### src/rtl/riscv_pkg.sv
// rtl/riscv_pkg.sv - shared RISC-V decode types: opcodes, ALU ops, memory sizes, decoded uop
// Ports: none (package). Imported by decode_comb and decode_stage.
package riscv_pkg;

    // Widest supported datapath; imm and pc fields are sized for it so one
    // struct type serves both XLEN=32 and XLEN=64 builds.
    localparam int XLEN_MAX = 64;

    localparam logic [6:0] OPC_LOAD      = 7'b0000011;
    localparam logic [6:0] OPC_MISC_MEM  = 7'b0001111;
    localparam logic [6:0] OPC_OP_IMM    = 7'b0010011;
    localparam logic [6:0] OPC_AUIPC     = 7'b0010111;
    localparam logic [6:0] OPC_OP_IMM_32 = 7'b0011011;
    localparam logic [6:0] OPC_STORE     = 7'b0100011;
    localparam logic [6:0] OPC_OP        = 7'b0110011;
    localparam logic [6:0] OPC_LUI       = 7'b0110111;
    localparam logic [6:0] OPC_OP_32     = 7'b0111011;
    localparam logic [6:0] OPC_BRANCH    = 7'b1100011;
    localparam logic [6:0] OPC_JALR      = 7'b1100111;
    localparam logic [6:0] OPC_JAL       = 7'b1101111;
    localparam logic [6:0] OPC_SYSTEM    = 7'b1110011;

    localparam logic [1:0] MEM_B = 2'd0;
    localparam logic [1:0] MEM_H = 2'd1;
    localparam logic [1:0] MEM_W = 2'd2;
    localparam logic [1:0] MEM_D = 2'd3;

    // ALU_ADD is encoding 0 so an all-zero uop decodes as a harmless add.
    typedef enum logic [4:0] {
        ALU_ADD, ALU_SUB, ALU_SLL, ALU_SLT, ALU_SLTU, ALU_XOR, ALU_SRL,
        ALU_SRA, ALU_OR, ALU_AND, ALU_LUI, ALU_MUL, ALU_MULH, ALU_MULHSU,
        ALU_MULHU, ALU_DIV, ALU_DIVU, ALU_REM, ALU_REMU
    } alu_op_e;

    typedef enum logic [1:0] {
        ST_EMPTY, ST_ONE, ST_FULL
    } skid_state_e;

    // imm is sign-extended across all XLEN_MAX bits; pc is zero-extended.
    typedef struct packed {
        logic [4:0]          rd;
        logic [4:0]          rs1;
        logic [4:0]          rs2;
        logic                rd_v;
        logic                rs1_v;
        logic                rs2_v;
        logic [XLEN_MAX-1:0] imm;
        alu_op_e             alu_op;
        logic                is_load;
        logic                is_store;
        logic                is_branch;
        logic                is_jump;
        logic [1:0]          mem_size;
        logic                mem_unsigned;
        logic                is_word_op;
        logic                illegal;
        logic [XLEN_MAX-1:0] pc;
        logic [31:0]         instr;
    } decoded_uop_t;

endpackage

### src/rtl/decode_comb.sv
// rtl/decode_comb.sv - purely combinational RV32I/RV64I(+M) instruction decoder
// Ports: instr (32-bit word), pc (XLEN) -> uop (decoded_uop_t).
module decode_comb
    import riscv_pkg::*;
#(
    parameter int XLEN  = 32,
    parameter int M_EXT = 1
) (
    input  logic [31:0]     instr,
    input  logic [XLEN-1:0] pc,
    output decoded_uop_t    uop
);

    localparam logic IS64  = (XLEN == 64);
    localparam logic HAS_M = (M_EXT != 0);

    logic [6:0]  opcode;
    logic [2:0]  funct3;
    logic [6:0]  funct7;
    logic [63:0] imm_i, imm_s, imm_b, imm_u, imm_j, shamt6, shamt5;

    assign opcode = instr[6:0];
    assign funct3 = instr[14:12];
    assign funct7 = instr[31:25];

    assign imm_i  = {{52{instr[31]}}, instr[31:20]};
    assign imm_s  = {{52{instr[31]}}, instr[31:25], instr[11:7]};
    assign imm_b  = {{51{instr[31]}}, instr[31], instr[7], instr[30:25], instr[11:8], 1'b0};
    assign imm_u  = {{32{instr[31]}}, instr[31:12], 12'b0};
    assign imm_j  = {{43{instr[31]}}, instr[31], instr[19:12], instr[20], instr[30:21], 1'b0};
    assign shamt6 = {58'b0, instr[25:20]};
    assign shamt5 = {59'b0, instr[24:20]};

    logic rd_w, rs1_u, rs2_u, bad;

    always_comb begin
        uop       = '0;
        rd_w      = 1'b0;
        rs1_u     = 1'b0;
        rs2_u     = 1'b0;
        bad       = 1'b0;
        uop.rd    = instr[11:7];
        uop.rs1   = instr[19:15];
        uop.rs2   = instr[24:20];
        uop.pc    = 64'(pc);
        uop.instr = instr;
        uop.alu_op = ALU_ADD;

        case (opcode)
            OPC_LUI: begin
                rd_w = 1'b1; uop.imm = imm_u; uop.alu_op = ALU_LUI;
            end
            OPC_AUIPC: begin
                rd_w = 1'b1; uop.imm = imm_u;
            end
            OPC_JAL: begin
                rd_w = 1'b1; uop.imm = imm_j; uop.is_jump = 1'b1;
            end
            OPC_JALR: begin
                rd_w = 1'b1; rs1_u = 1'b1; uop.imm = imm_i; uop.is_jump = 1'b1;
                bad = (funct3 != 3'b000);
            end
            OPC_BRANCH: begin
                rs1_u = 1'b1; rs2_u = 1'b1; uop.imm = imm_b; uop.is_branch = 1'b1;
                case (funct3[2:1])
                    2'b00:   uop.alu_op = ALU_SUB;
                    2'b10:   uop.alu_op = ALU_SLT;
                    2'b11:   uop.alu_op = ALU_SLTU;
                    default: bad = 1'b1;
                endcase
            end
            OPC_LOAD: begin
                rd_w = 1'b1; rs1_u = 1'b1; uop.imm = imm_i; uop.is_load = 1'b1;
                uop.mem_size = funct3[1:0]; uop.mem_unsigned = funct3[2];
                case (funct3)
                    3'b011, 3'b110: bad = !IS64;   // LD, LWU
                    3'b111:         bad = 1'b1;
                    default:        bad = 1'b0;
                endcase
            end
            OPC_STORE: begin
                rs1_u = 1'b1; rs2_u = 1'b1; uop.imm = imm_s; uop.is_store = 1'b1;
                uop.mem_size = funct3[1:0];
                if (funct3[2])                bad = 1'b1;
                else if (funct3[1:0] == MEM_D) bad = !IS64;
            end
            OPC_OP_IMM: begin
                rd_w = 1'b1; rs1_u = 1'b1; uop.imm = imm_i;
                case (funct3)
                    3'b000: uop.alu_op = ALU_ADD;
                    3'b010: uop.alu_op = ALU_SLT;
                    3'b011: uop.alu_op = ALU_SLTU;
                    3'b100: uop.alu_op = ALU_XOR;
                    3'b110: uop.alu_op = ALU_OR;
                    3'b111: uop.alu_op = ALU_AND;
                    3'b001: begin
                        uop.alu_op = ALU_SLL; uop.imm = shamt6;
                        bad = (instr[31:26] != 6'b000000) || (instr[25] && !IS64);
                    end
                    default: begin  // 3'b101: shamt[5] lives in instr[25]
                        uop.imm = shamt6;
                        if (instr[31:26] == 6'b000000)      uop.alu_op = ALU_SRL;
                        else if (instr[31:26] == 6'b010000) uop.alu_op = ALU_SRA;
                        else                                bad = 1'b1;
                        if (instr[25] && !IS64) bad = 1'b1;
                    end
                endcase
            end
            OPC_OP: begin
                rd_w = 1'b1; rs1_u = 1'b1; rs2_u = 1'b1;
                case (funct7)
                    7'b0000000: begin
                        case (funct3)
                            3'b000:  uop.alu_op = ALU_ADD;
                            3'b001:  uop.alu_op = ALU_SLL;
                            3'b010:  uop.alu_op = ALU_SLT;
                            3'b011:  uop.alu_op = ALU_SLTU;
                            3'b100:  uop.alu_op = ALU_XOR;
                            3'b101:  uop.alu_op = ALU_SRL;
                            3'b110:  uop.alu_op = ALU_OR;
                            default: uop.alu_op = ALU_AND;
                        endcase
                    end
                    7'b0100000: begin
                        if (funct3 == 3'b000)      uop.alu_op = ALU_SUB;
                        else if (funct3 == 3'b101) uop.alu_op = ALU_SRA;
                        else                       bad = 1'b1;
                    end
                    7'b0000001: begin
                        bad = !HAS_M;
                        case (funct3)
                            3'b000:  uop.alu_op = ALU_MUL;
                            3'b001:  uop.alu_op = ALU_MULH;
                            3'b010:  uop.alu_op = ALU_MULHSU;
                            3'b011:  uop.alu_op = ALU_MULHU;
                            3'b100:  uop.alu_op = ALU_DIV;
                            3'b101:  uop.alu_op = ALU_DIVU;
                            3'b110:  uop.alu_op = ALU_REM;
                            default: uop.alu_op = ALU_REMU;
                        endcase
                    end
                    default: bad = 1'b1;
                endcase
            end
            OPC_OP_IMM_32: begin
                rd_w = 1'b1; rs1_u = 1'b1; uop.is_word_op = 1'b1; uop.imm = shamt5;
                case (funct3)
                    3'b000: uop.imm = imm_i;
                    3'b001: begin
                        uop.alu_op = ALU_SLL; bad = (funct7 != 7'b0000000);
                    end
                    3'b101: begin
                        if (funct7 == 7'b0000000)      uop.alu_op = ALU_SRL;
                        else if (funct7 == 7'b0100000) uop.alu_op = ALU_SRA;
                        else                           bad = 1'b1;
                    end
                    default: bad = 1'b1;
                endcase
                if (!IS64) bad = 1'b1;
            end
            OPC_OP_32: begin
                rd_w = 1'b1; rs1_u = 1'b1; rs2_u = 1'b1; uop.is_word_op = 1'b1;
                case ({funct7, funct3})
                    {7'b0000000, 3'b000}: uop.alu_op = ALU_ADD;
                    {7'b0000000, 3'b001}: uop.alu_op = ALU_SLL;
                    {7'b0000000, 3'b101}: uop.alu_op = ALU_SRL;
                    {7'b0100000, 3'b000}: uop.alu_op = ALU_SUB;
                    {7'b0100000, 3'b101}: uop.alu_op = ALU_SRA;
                    {7'b0000001, 3'b000}: begin uop.alu_op = ALU_MUL;  bad = !HAS_M; end
                    {7'b0000001, 3'b100}: begin uop.alu_op = ALU_DIV;  bad = !HAS_M; end
                    {7'b0000001, 3'b101}: begin uop.alu_op = ALU_DIVU; bad = !HAS_M; end
                    {7'b0000001, 3'b110}: begin uop.alu_op = ALU_REM;  bad = !HAS_M; end
                    {7'b0000001, 3'b111}: begin uop.alu_op = ALU_REMU; bad = !HAS_M; end
                    default: bad = 1'b1;
                endcase
                if (!IS64) bad = 1'b1;
            end
            OPC_MISC_MEM: begin
                // FENCE / FENCE.I: no register traffic
                bad = (funct3[2:1] != 2'b00);
            end
            OPC_SYSTEM: begin
                // Only ECALL and EBREAK are decoded; CSR access is not supported here
                bad = (instr != 32'h0000_0073) && (instr != 32'h0010_0073);
            end
            default: bad = 1'b1;
        endcase

        // An illegal uop still issues, but must not touch registers or memory
        if (bad) begin
            uop.illegal    = 1'b1;
            uop.is_load    = 1'b0;
            uop.is_store   = 1'b0;
            uop.is_branch  = 1'b0;
            uop.is_jump    = 1'b0;
            uop.is_word_op = 1'b0;
        end
        uop.rd_v  = rd_w && (instr[11:7] != 5'd0) && !bad;
        uop.rs1_v = rs1_u && !bad;
        uop.rs2_v = rs2_u && !bad;
    end

endmodule

### src/rtl/decode_stage.sv
// rtl/decode_stage.sv - registered decode stage with 2-entry skid buffer and illegal counter
// Ports: clk_i, rst_i (sync active-high), valid_i/ready_o/instr_i/pc_i (fetch side),
//        flush_i, valid_o/ready_i/uop_o (issue side), illegal_cnt_o (saturating count).
module decode_stage
    import riscv_pkg::*;
#(
    parameter int XLEN  = 32,
    parameter int M_EXT = 1,
    parameter int CNT_W = 16
) (
    input  logic             clk_i,
    input  logic             rst_i,
    input  logic             valid_i,
    output logic             ready_o,
    input  logic [31:0]      instr_i,
    input  logic [XLEN-1:0]  pc_i,
    input  logic             flush_i,
    output logic             valid_o,
    input  logic             ready_i,
    output decoded_uop_t     uop_o,
    output logic [CNT_W-1:0] illegal_cnt_o
);

    decoded_uop_t dec_uop;
    decoded_uop_t skid_uop;
    skid_state_e  state, state_nxt;
    logic         in_xfer, out_xfer;
    logic         load_head_dec, load_head_skid, load_skid;

    decode_comb #(
        .XLEN  (XLEN),
        .M_EXT (M_EXT)
    ) u_decode_comb (
        .instr (instr_i),
        .pc    (pc_i),
        .uop   (dec_uop)
    );

    assign in_xfer  = valid_i && ready_o;
    assign out_xfer = valid_o && ready_i;
    assign valid_o  = (state != ST_EMPTY);

    // uop_o is the head entry; skid_uop holds the second entry only in FULL
    always_comb begin
        state_nxt      = state;
        load_head_dec  = 1'b0;
        load_head_skid = 1'b0;
        load_skid      = 1'b0;
        if (flush_i) begin
            state_nxt = ST_EMPTY;
        end else begin
            case (state)
                ST_EMPTY: begin
                    if (in_xfer) begin
                        state_nxt     = ST_ONE;
                        load_head_dec = 1'b1;
                    end
                end
                ST_ONE: begin
                    if (in_xfer && out_xfer) begin
                        load_head_dec = 1'b1;
                    end else if (in_xfer) begin
                        state_nxt = ST_FULL;
                        load_skid = 1'b1;
                    end else if (out_xfer) begin
                        state_nxt = ST_EMPTY;
                    end
                end
                ST_FULL: begin
                    // ready_o is low here, so no input can arrive alongside
                    if (out_xfer) begin
                        state_nxt      = ST_ONE;
                        load_head_skid = 1'b1;
                    end
                end
                default: state_nxt = ST_EMPTY;
            endcase
        end
    end

    always_ff @(posedge clk_i) begin
        if (rst_i) begin
            state         <= ST_EMPTY;
            ready_o       <= 1'b1;
            uop_o         <= '0;
            skid_uop      <= '0;
            illegal_cnt_o <= '0;
        end else begin
            state   <= state_nxt;
            ready_o <= (state_nxt != ST_FULL);
            if (load_head_dec)       uop_o <= dec_uop;
            else if (load_head_skid) uop_o <= skid_uop;
            if (load_skid)           skid_uop <= dec_uop;
            if (out_xfer && uop_o.illegal && (illegal_cnt_o != '1))
                illegal_cnt_o <= illegal_cnt_o + 1'b1;
        end
    end

endmodule

### config.mk
export PLATFORM = sky130hd
export DESIGN_NAME = decode_stage
export DESIGN_NICKNAME = d
export VERILOG_FILES = /design/src/rtl/riscv_pkg.sv /design/src/rtl/decode_comb.sv /design/src/rtl/decode_stage.sv
export SDC_FILE = /design/constraint.sdc
export NUM_CORES = 1
export LEC_CHECK = 0
export BUFFER_PORTS_ARGS = -buffer_cell sky130_fd_sc_hd__buf_4
export CAP_MARGIN = 5
export CORE_UTILIZATION = 30
export CTS_CLUSTER_DIAMETER = 60
export CTS_CLUSTER_SIZE = 14
export DETAILED_ROUTE_END_ITERATION = 7
export GPL_ROUTABILITY_DRIVEN = 0
export PLACE_DENSITY = 0.57
export SYNTH_ARGS = -nofsm -noshare
export SYNTH_HDL_FRONTEND = slang
export SYNTH_SLANG_ARGS = --single-unit
### constraint.sdc
create_clock -name clk_i -period 2.6 [get_ports clk_i]
set_clock_uncertainty 0.2 [all_clocks]
set_input_delay 0.13 -clock clk_i [delete_from_list [all_inputs] [get_ports clk_i]]
set_output_delay 0.13 -clock clk_i [all_outputs]
set_load 0.01 [all_outputs]
==> results of run 1 <==
[layer usage]
layer | vias up | wire, microns
met5 | - | 0
met4 | 0 | 663
met3 | 48 | 3120
met2 | 371 | 17300
met1 | 5237 | 16100
li1 | 5419 | -
[worst paths after layout]
check / startpoint / endpoint / slack [ns]
hold / removal: valid_i / state[1] / 0.07
setup reg to reg: state[0] / uop_o[114] / 0.34
hold reg to reg: skid_uop[98] / uop_o[98] / 0.25
setup / recovery: instr_i[26] / uop_o[176] / 0.08
[sequential cells by signal, summed over array words and instances (netlist names)]
| signal | flops |
|---|---|
| uop_o | 113 |
| state | 2 |
| ready_o | 1 |
| skid_uop | 113 |
| illegal_cnt_o | 16 |
[power by group]
group          leakage (nW)  internal (W)  switching [W]
clock network         0.456       0.00234        0.00170
registers              1.99       0.00387      0.0000788
logic                  3.41      0.000449       0.000562
[per-stage QoR]
step	util	total power [W]	area (sq um)
6_report	0.400	0.00900	15000
5_1_grt	0.400	0.00937	15000
4_1_cts	0.399	0.00911	15000
3_5_place_dp	0.356	0.00496	13400
3_3_place_gp	0.356	0.00495	13400
2_1_floorplan	-	0.00455	11500
[cell usage in the layout (no fill, tap or decap), drive strengths merged, types with 20 or more instances in the layout]
cell type / n
buf: 288
mux2i: 28
a21oi: 113
clkbuf: 34
dfxtp: 245
a311oi: 74
conb: 32
nand3: 20
dlygate4sd3: 69
nor3: 29
a211oi: 24
nor2: 162
nand2: 368
[logic make-up after synthesis]
group           count (synthesis)  synth area share
mux                            28            0.0246
compound gates                312             0.192
simple gates                  654             0.243
buf+inv                       214            0.0965
flops                         245             0.430
other cells                     1          0.000329
fa+ha+maj                       1           0.00110
xor+xnor                       17            0.0130
[timing repair]
item,4_1_cts,5_1_grt
hold buffers,69,0
resized for setup,0,0
hold endpoints to repair,221,0
[critical path: stages]
cell and delay [ns]:
sky130_fd_sc_hd__dlygate4sd3_1 0.54, sky130_fd_sc_hd__buf_4 0.16, sky130_fd_sc_hd__or4_4 0.59, sky130_fd_sc_hd__or2_4 0.28, sky130_fd_sc_hd__o31ai_1 0.31, sky130_fd_sc_hd__o21ai_2 0.16, sky130_fd_sc_hd__or4_4 0.45, sky130_fd_sc_hd__o22ai_1 0.16
[final cells by class]
| cell class | count | area [sq um] |
|---|---|---|
| inverters | 11 | 41.3 |
| flip-flops and latches | 245 | 4900 |
| clock buffers | 34 | 774 |
| fillers | 3871 | 22600 |
| repair buffers | 357 | 2930 |
| well taps | 511 | 639 |
| diodes | 1 | 2.50 |
| clock inverters | 14 | 160 |
| multi-input cells | 1044 | 5560 |
==> out/summary.log, run 1 <==
[finish] share of cells above drive strength 1 0.206
[floorplanning] total I/O pin count 279
[yosys] proportion of synthesized chip area in sequential cells 0.430
[power_and_ir_drop] Pwr per Cell Area 600 nW/um^2
[sta] final worst hold slack 0.0669 ns
[critical_path] largest fanout of any net on the critical path 5
[clock_network] clock latency on the worst-skew pair 0.55 ns
[yosys] share of synthesized registers carrying an async set or reset 0
[yosys] Avg Inst Size Synth 7.75 sq um
[yosys] post-synthesis cell type with the largest combined area sky130_fd_sc_hd__dfxtp_1
[finish] Layout Cells excl Fill 2217
[yosys] Post-synth top flop sky130_fd_sc_hd__dfxtp_1
[floorplanning] DIE HEIGHT 197 microns
[clock_network] clock root buffer sky130_fd_sc_hd__clkbuf_16
[global_route] most crowded layer after global routing met2
[yosys] flop and latch count out of synthesis 245
[sta] accumulated negative setup slack 0 ns
[yosys] most instantiated cells after synthesis sky130_fd_sc_hd__nand2_1 (368), sky130_fd_sc_hd__dfxtp_1 (245), sky130_fd_sc_hd__nor2_1 (162), sky130_fd_sc_hd__clkbuf_1 (117), sky130_fd_sc_hd__a21oi_1 (113)
[clock_network] number of setup buffers added after CTS 0
[min_path] Hold Path Stages 6
[yosys] number of warnings reported in the yosys synthesis log 0
[sta] worst setup margin 0.0842 ns
[finish] final net count 1757
[yosys] cells after synthesis 1472
[finish] Area Overhead vs Synth 31.6%
[global_route] global-route wire length before repair 58300 microns
[min_path] type of the tightest min-delay check input port to flip-flop
[global_route] routing usage on met2 0.307
[yosys] most area-consuming cells after synthesis sky130_fd_sc_hd__dfxtp_1 (43%), sky130_fd_sc_hd__nand2_1 (12%), sky130_fd_sc_hd__a311oi_1 (5.7%)
[critical_path] Req. time, crit path 2.88 ns
[yosys] Post-synth EDFFs 0
[detailed_routing] total via count after detailed routing 11100
[sta] transition time of the tightest slew-check pin 0.912 ns
[detailed_routing] drt drc 0
[sta] RSZ-0062 raised after global routing no
[clock_network] number of clock sinks 245
[yosys] Synth top area share 0.430
[detailed_routing] Detailed Route Iter0 Violations 736
[floorplanning] die width 197 microns
[global_route] maximum number of pins on one net before global-route repair 72
[global_route] initial antenna violation count 1
[critical_path] nature of the critical path startpoint input port
[clock_network] Inserted Clock Buffers 28
[yosys] synth unique cells 66
[floorplanning] Core Rows 71
[sta] Worst slew margin 0.390
[placement] port buffer count 246
[placement] sum of net half-perimeters after detailed placement 24700 microns
[flow_run] Max Cap Viol 0
[detailed_routing] total routed wirelength 37200 microns
[global_route] grt ovf 0
[detailed_routing] drt first pass iters 5
[detailed_routing] antenna-violating nets left 0
[power_and_ir_drop] maximum ir drop on the vdd rail 0.000424 V
[sta] maximum operating frequency 0.397 GHz
[critical_path] cells on worst reg2reg path 6
[sta] final count of pins violating max slew 0
[placement] pre-CTS WS 0.0912 ns
[power_and_ir_drop] static power due to leakage 5.86 nW
[floorplanning] area of the core 37600 sq um
[clock_network] number of levels the H-tree was split into 1
[clock_network] register clock-pin slew on the reported worst setup and hold paths 0.06 ns
[critical_path] category of the critical setup timing path input port to flip-flop
[yosys] most repeated cell in the gate-level netlist after synthesis sky130_fd_sc_hd__nand2_1
[clock_network] maximum clock insertion buffer count 3
[global_route] global-route usage over all layers 0.186
[sta] endpoints failing hold 0
[sta] crit path time final 2.52 ns
[sta] endpoints failing setup 0
[global_route] via count of the first global-routing pass 10600
[critical_path] Worst setup EP type flip-flop
[global_route] routing usage on met1 0.239
[critical_path] CP Data Arrival Time 2.79 ns
[floorplanning] starting utilization of the core area 0.304
[global_route] met3 routing resource usage after global routing 0.0521
[sta] share of the clock period used by the worst path after layout 0.968
[yosys] synthesized cell area 11400 sq um
[detailed_routing] routed vias/inst 5.00
[detailed_routing] DR WL/cell 16.8 microns
[status] outcome finished clean
[clock_network] CTS tree yes
[floorplanning] DIE AREA 38800 sq um
[placement] Placed Cells incl. Taps 2099
(Power assumes the default switching activity.)
==> run 2: changes to the inputs <==
--- a/config.mk
+++ b/config.mk
@@ -13,6 +13,8 @@
 export DETAILED_ROUTE_END_ITERATION = 7
 export GPL_ROUTABILITY_DRIVEN = 0
 export PLACE_DENSITY = 0.57
+export SETUP_SLACK_MARGIN = 0.5
+export SLEW_MARGIN = 20
 export SYNTH_ARGS = -nofsm -noshare
 export SYNTH_HDL_FRONTEND = slang
 export SYNTH_SLANG_ARGS = --single-unit
==> constraint.sdc (replaced) <==
create_clock -name clk_i -period 2.76 [get_ports clk_i]
set_clock_uncertainty 0.2 [all_clocks]
set_input_delay 0.138 -clock clk_i [delete_from_list [all_inputs] [get_ports clk_i]]
set_output_delay 0.138 -clock clk_i [all_outputs]
set_load 0.01 [all_outputs]
==> run 2 against run 1 <==
Net effect:
- critical path depth shrank 1
- cell count fell by 0.36%
- total power fell by 5.8%
- critical path type unchanged
- register-to-register slack gained 0.28 ns
- utilization increased by 0.35 points
- wire length is 2.1% higher
- highest routed layer unchanged
- via count is essentially flat
- sequential share of layout area decreased by 0.27 points
- sequential power decreased by 5.8%
- clock power fell by 6.4%
- largest power group unchanged
- setup slack better by 0.45 ns
==> out/summary.log, run 2 (synthesis results as in run 1) <==
[detailed_routing] DR WL/cell 17.2 microns [+2.4%]
[finish] largest registers in the final layout skid_uop x113, uop_o x113, illegal_cnt_o x16
[critical_path] nature of the critical path startpoint input port
[detailed_routing] Detailed Route Iter0 Violations 759 [+3.1%]
[sta] final count of pins violating max slew 0 [unchanged]
[power_and_ir_drop] static power due to leakage 5.88 nW [+0.27%]
[clock_network] clock latency on the worst-skew pair 0.57 ns [+0.02 ns]
[power_and_ir_drop] maximum ir drop on the vdd rail 0.000407 V [-3.9%]
[power_and_ir_drop] part of the total power dissipated in combinational logic 0.115 [+0.003]
[power_and_ir_drop] Power Internal 0.00621 W [-6.8%]
[finish] commonest cells after routing, fill and taps aside sky130_fd_sc_hd__nand2_1 (365), sky130_fd_sc_hd__buf_4 (262), sky130_fd_sc_hd__dfxtp_1 (243)
[clock_network] maximum clock insertion buffer count 3 [unchanged]
[clock_network] CTS tree yes
[floorplanning] DIE HEIGHT 197 microns [unchanged]
[min_path] Hold Path Stages 5 [-1]
[critical_path] cell breakdown of the critical path dlygate4sd3_1 > buf_4 > or4_4 > nor4_4 > o21ai_4 > or4_4 > o22ai_2
[sta] endpoints failing hold 0 [unchanged]
[sta] worst setup margin 0.532 ns [+0.448 ns]
[detailed_routing] total routed wirelength 38000 microns [+2.1%]
[critical_path] crit path max-delay cell type sky130_fd_sc_hd__dlygate4sd3_1
[power_and_ir_drop] Pwr Total 0.00848 W [-5.8%]
[sta] share of the clock period used by the worst path after layout 0.807
[critical_path] CP Data Arrival Time 2.51 ns [-0.28 ns]
[critical_path] reg-to-reg setup timing slack 0.62 ns [+0.28 ns]
[detailed_routing] antenna-violating nets left 0 [unchanged]
[sta] maximum operating frequency 0.449 GHz
[power_and_ir_drop] power dissipated by switching net loads 0.00227 W [-3.2%]
[floorplanning] die width 197 microns [unchanged]
[floorplanning] starting utilization of the core area 0.304 [unchanged]
[sta] transition time of the tightest slew-check pin 0.669 ns [-0.243 ns]
[floorplanning] total I/O pin count 279 [unchanged]
[global_route] global-route wire length before repair 58500 microns [+0.22%]
[finish] post-layout utilization of the core 0.403 [+0.00350]
[finish] Area Overhead vs Synth 32.7%
[clock_network] number of levels the H-tree was split into 1 [unchanged]
[power_and_ir_drop] switching part of the total 0.267 [+0.00744]
[floorplanning] Core Rows 71 [unchanged]
[floorplanning] area of the core 37600 sq um [unchanged]
[global_route] global-route usage over all layers 0.189 [+0.00240]
[finish] commonest non-fill, non-tap cell in the layout sky130_fd_sc_hd__nand2_1
[power_and_ir_drop] proportion of power drawn by flip-flops and latches 0.439 [about the same]
[sta] endpoints failing setup 0 [unchanged]
[finish] final net count 1751 [-0.34%]
[placement] sum of net half-perimeters after detailed placement 24300 microns [-1.6%]
[power_and_ir_drop] Pwr per Cell Area 560 nW/um^2 [-6.7%]
[critical_path] Worst setup EP type flip-flop
[sta] crit path time final 2.23 ns
[clock_network] Inserted Clock Buffers 28 [unchanged]
[floorplanning] DIE AREA 38800 sq um [unchanged]
[min_path] hold wc startpoint instr_i[29]
[critical_path] Req. time, crit path 3.04 ns [+0.16 ns]
[sta] Worst slew margin 0.551 [+0.161]
[detailed_routing] total via count after detailed routing 11100 [-0.072%]
[critical_path] start of the worst register-to-register path ready_o
[sta] RSZ-0062 raised after global routing yes
[detailed_routing] routed vias/inst 5.01 [+0.29%]
[clock_network] clock root buffer sky130_fd_sc_hd__clkbuf_16
[clock_network] register clock-pin slew on the reported worst setup and hold paths 0.07 ns [about the same]
[power_and_ir_drop] proportion of power drawn by the clock network 0.446 [-0.003]
[critical_path] category of the critical setup timing path input port to flip-flop
[min_path] type of the tightest min-delay check input port to flip-flop
[critical_path] largest fanout of any net on the critical path 5 [unchanged]
[critical_path] most prevalent standard cell on the critical path sky130_fd_sc_hd__or4_4
[min_path] Min-Delay Endpoint uop_o[109]
[detailed_routing] drt drc 0 [unchanged]
[global_route] grt ovf 0 [unchanged]
[critical_path] endpoint of the lowest-slack register-to-register path uop_o[175]
[sta] accumulated negative setup slack 0 ns [unchanged]
[global_route] via count of the first global-routing pass 10300 [-2.3%]
[finish] filler instances 3823 [-1.2%]
[placement] port buffer count 246 [unchanged]
[global_route] maximum number of pins on one net before global-route repair 132 [+83%]
[global_route] initial antenna violation count 1 [unchanged]
[placement] pre-CTS WS 0.254 ns [+0.163 ns]
[critical_path] slowest stage delay, CP 0.53 ns [-0.06 ns]
[status] outcome finished clean
[critical_path] cells on worst reg2reg path 5 [-1]
[detailed_routing] drt first pass iters 5 [unchanged]
[clock_network] number of clock sinks 245 [unchanged]
[finish] share of cells above drive strength 1 0.213 [+0.00687]
[flow_run] Max Cap Viol 0 [unchanged]
[sta] final worst hold slack 0.00414 ns [-0.0628 ns]
-- run 2: layer usage --
metal | vias to the layer above | wire length, microns | track usage
met1 | 5251 | 16900 | 0.247
met2 | 342 | 17500 | 0.308
met5 | - | 0 | 0
met3 | 60 | 2650 | 0.0417
met4 | 0 | 932 | 0.0589
li1 | 5414 | - | -
-- run 2: worst max path at each step --
stage	startpoint	end	slack, ns	depth (start not counted)
global route	instr_i[4]	uop_o[118]	0.43	8
detailed placement	instr_i[26]	uop_o[174]	0.25	7
finish	instr_i[11]	uop_o[175]	0.53	7
floorplan	state[1]	uop_o[115]	0.58	7
global placement	ready_o	uop_o[140]	0.30	5
CTS	state[1]	uop_o[139]	0.50	5
-- run 2: cell type report --
class	instances	area, sq um	area share
Antenna cell	1	2.50	0.000165
Clock buffer	30	729	0.0482
Clock inverter	16	188	0.0124
Inverter	11	41.3	0.00273
Multi-Input combinational cell	1044	5700	0.376
Sequential cell	245	4910	0.324
Tap cell	511	639	0.0422
Timing Repair Buffer	351	2940	0.194
-- run 2: repair_timing --
item | in CTS | in global routing
endpoints found under the hold margin | 215 | 6
endpoints found under the setup margin | 52 | 101
buffers inserted | 0 | 2
resized for setup | 7 | 34
pin swaps | 0 | 10
hold buffers | 71 | 3
-- run 2: metrics by stage --
stage / std cells / area, sq um
2_1_floorplan: 1503 / 11500
3_3_place_gp: 2086 / 13300
3_5_place_dp: 2086 / 13300
4_1_cts: 2203 / 14900
5_1_grt: 2209 / 15100
6_report: 2209 / 15100
-- run 2: power by group through the flow --
stage | clock [W] | combinational, W | sequential (W)
2_1_floorplan | 0 | 0.000457 | 0.00383
4_1_cts | 0.00389 | 0.000952 | 0.00372
3_5_place_dp | 0 | 0.000863 | 0.00380
5_1_grt | 0.00403 | 0.00105 | 0.00374
3_3_place_gp | 0 | 0.000854 | 0.00380
6_report | 0.00378 | 0.000972 | 0.00372
-- run 2: critical path: cells and delay by family --
kind / cells / cell delay, ns
and+or+nand+nor: 3 / 1.36
buffers and inverters: 2 / 0.68
AOI/OAI and AO/OA: 2 / 0.32
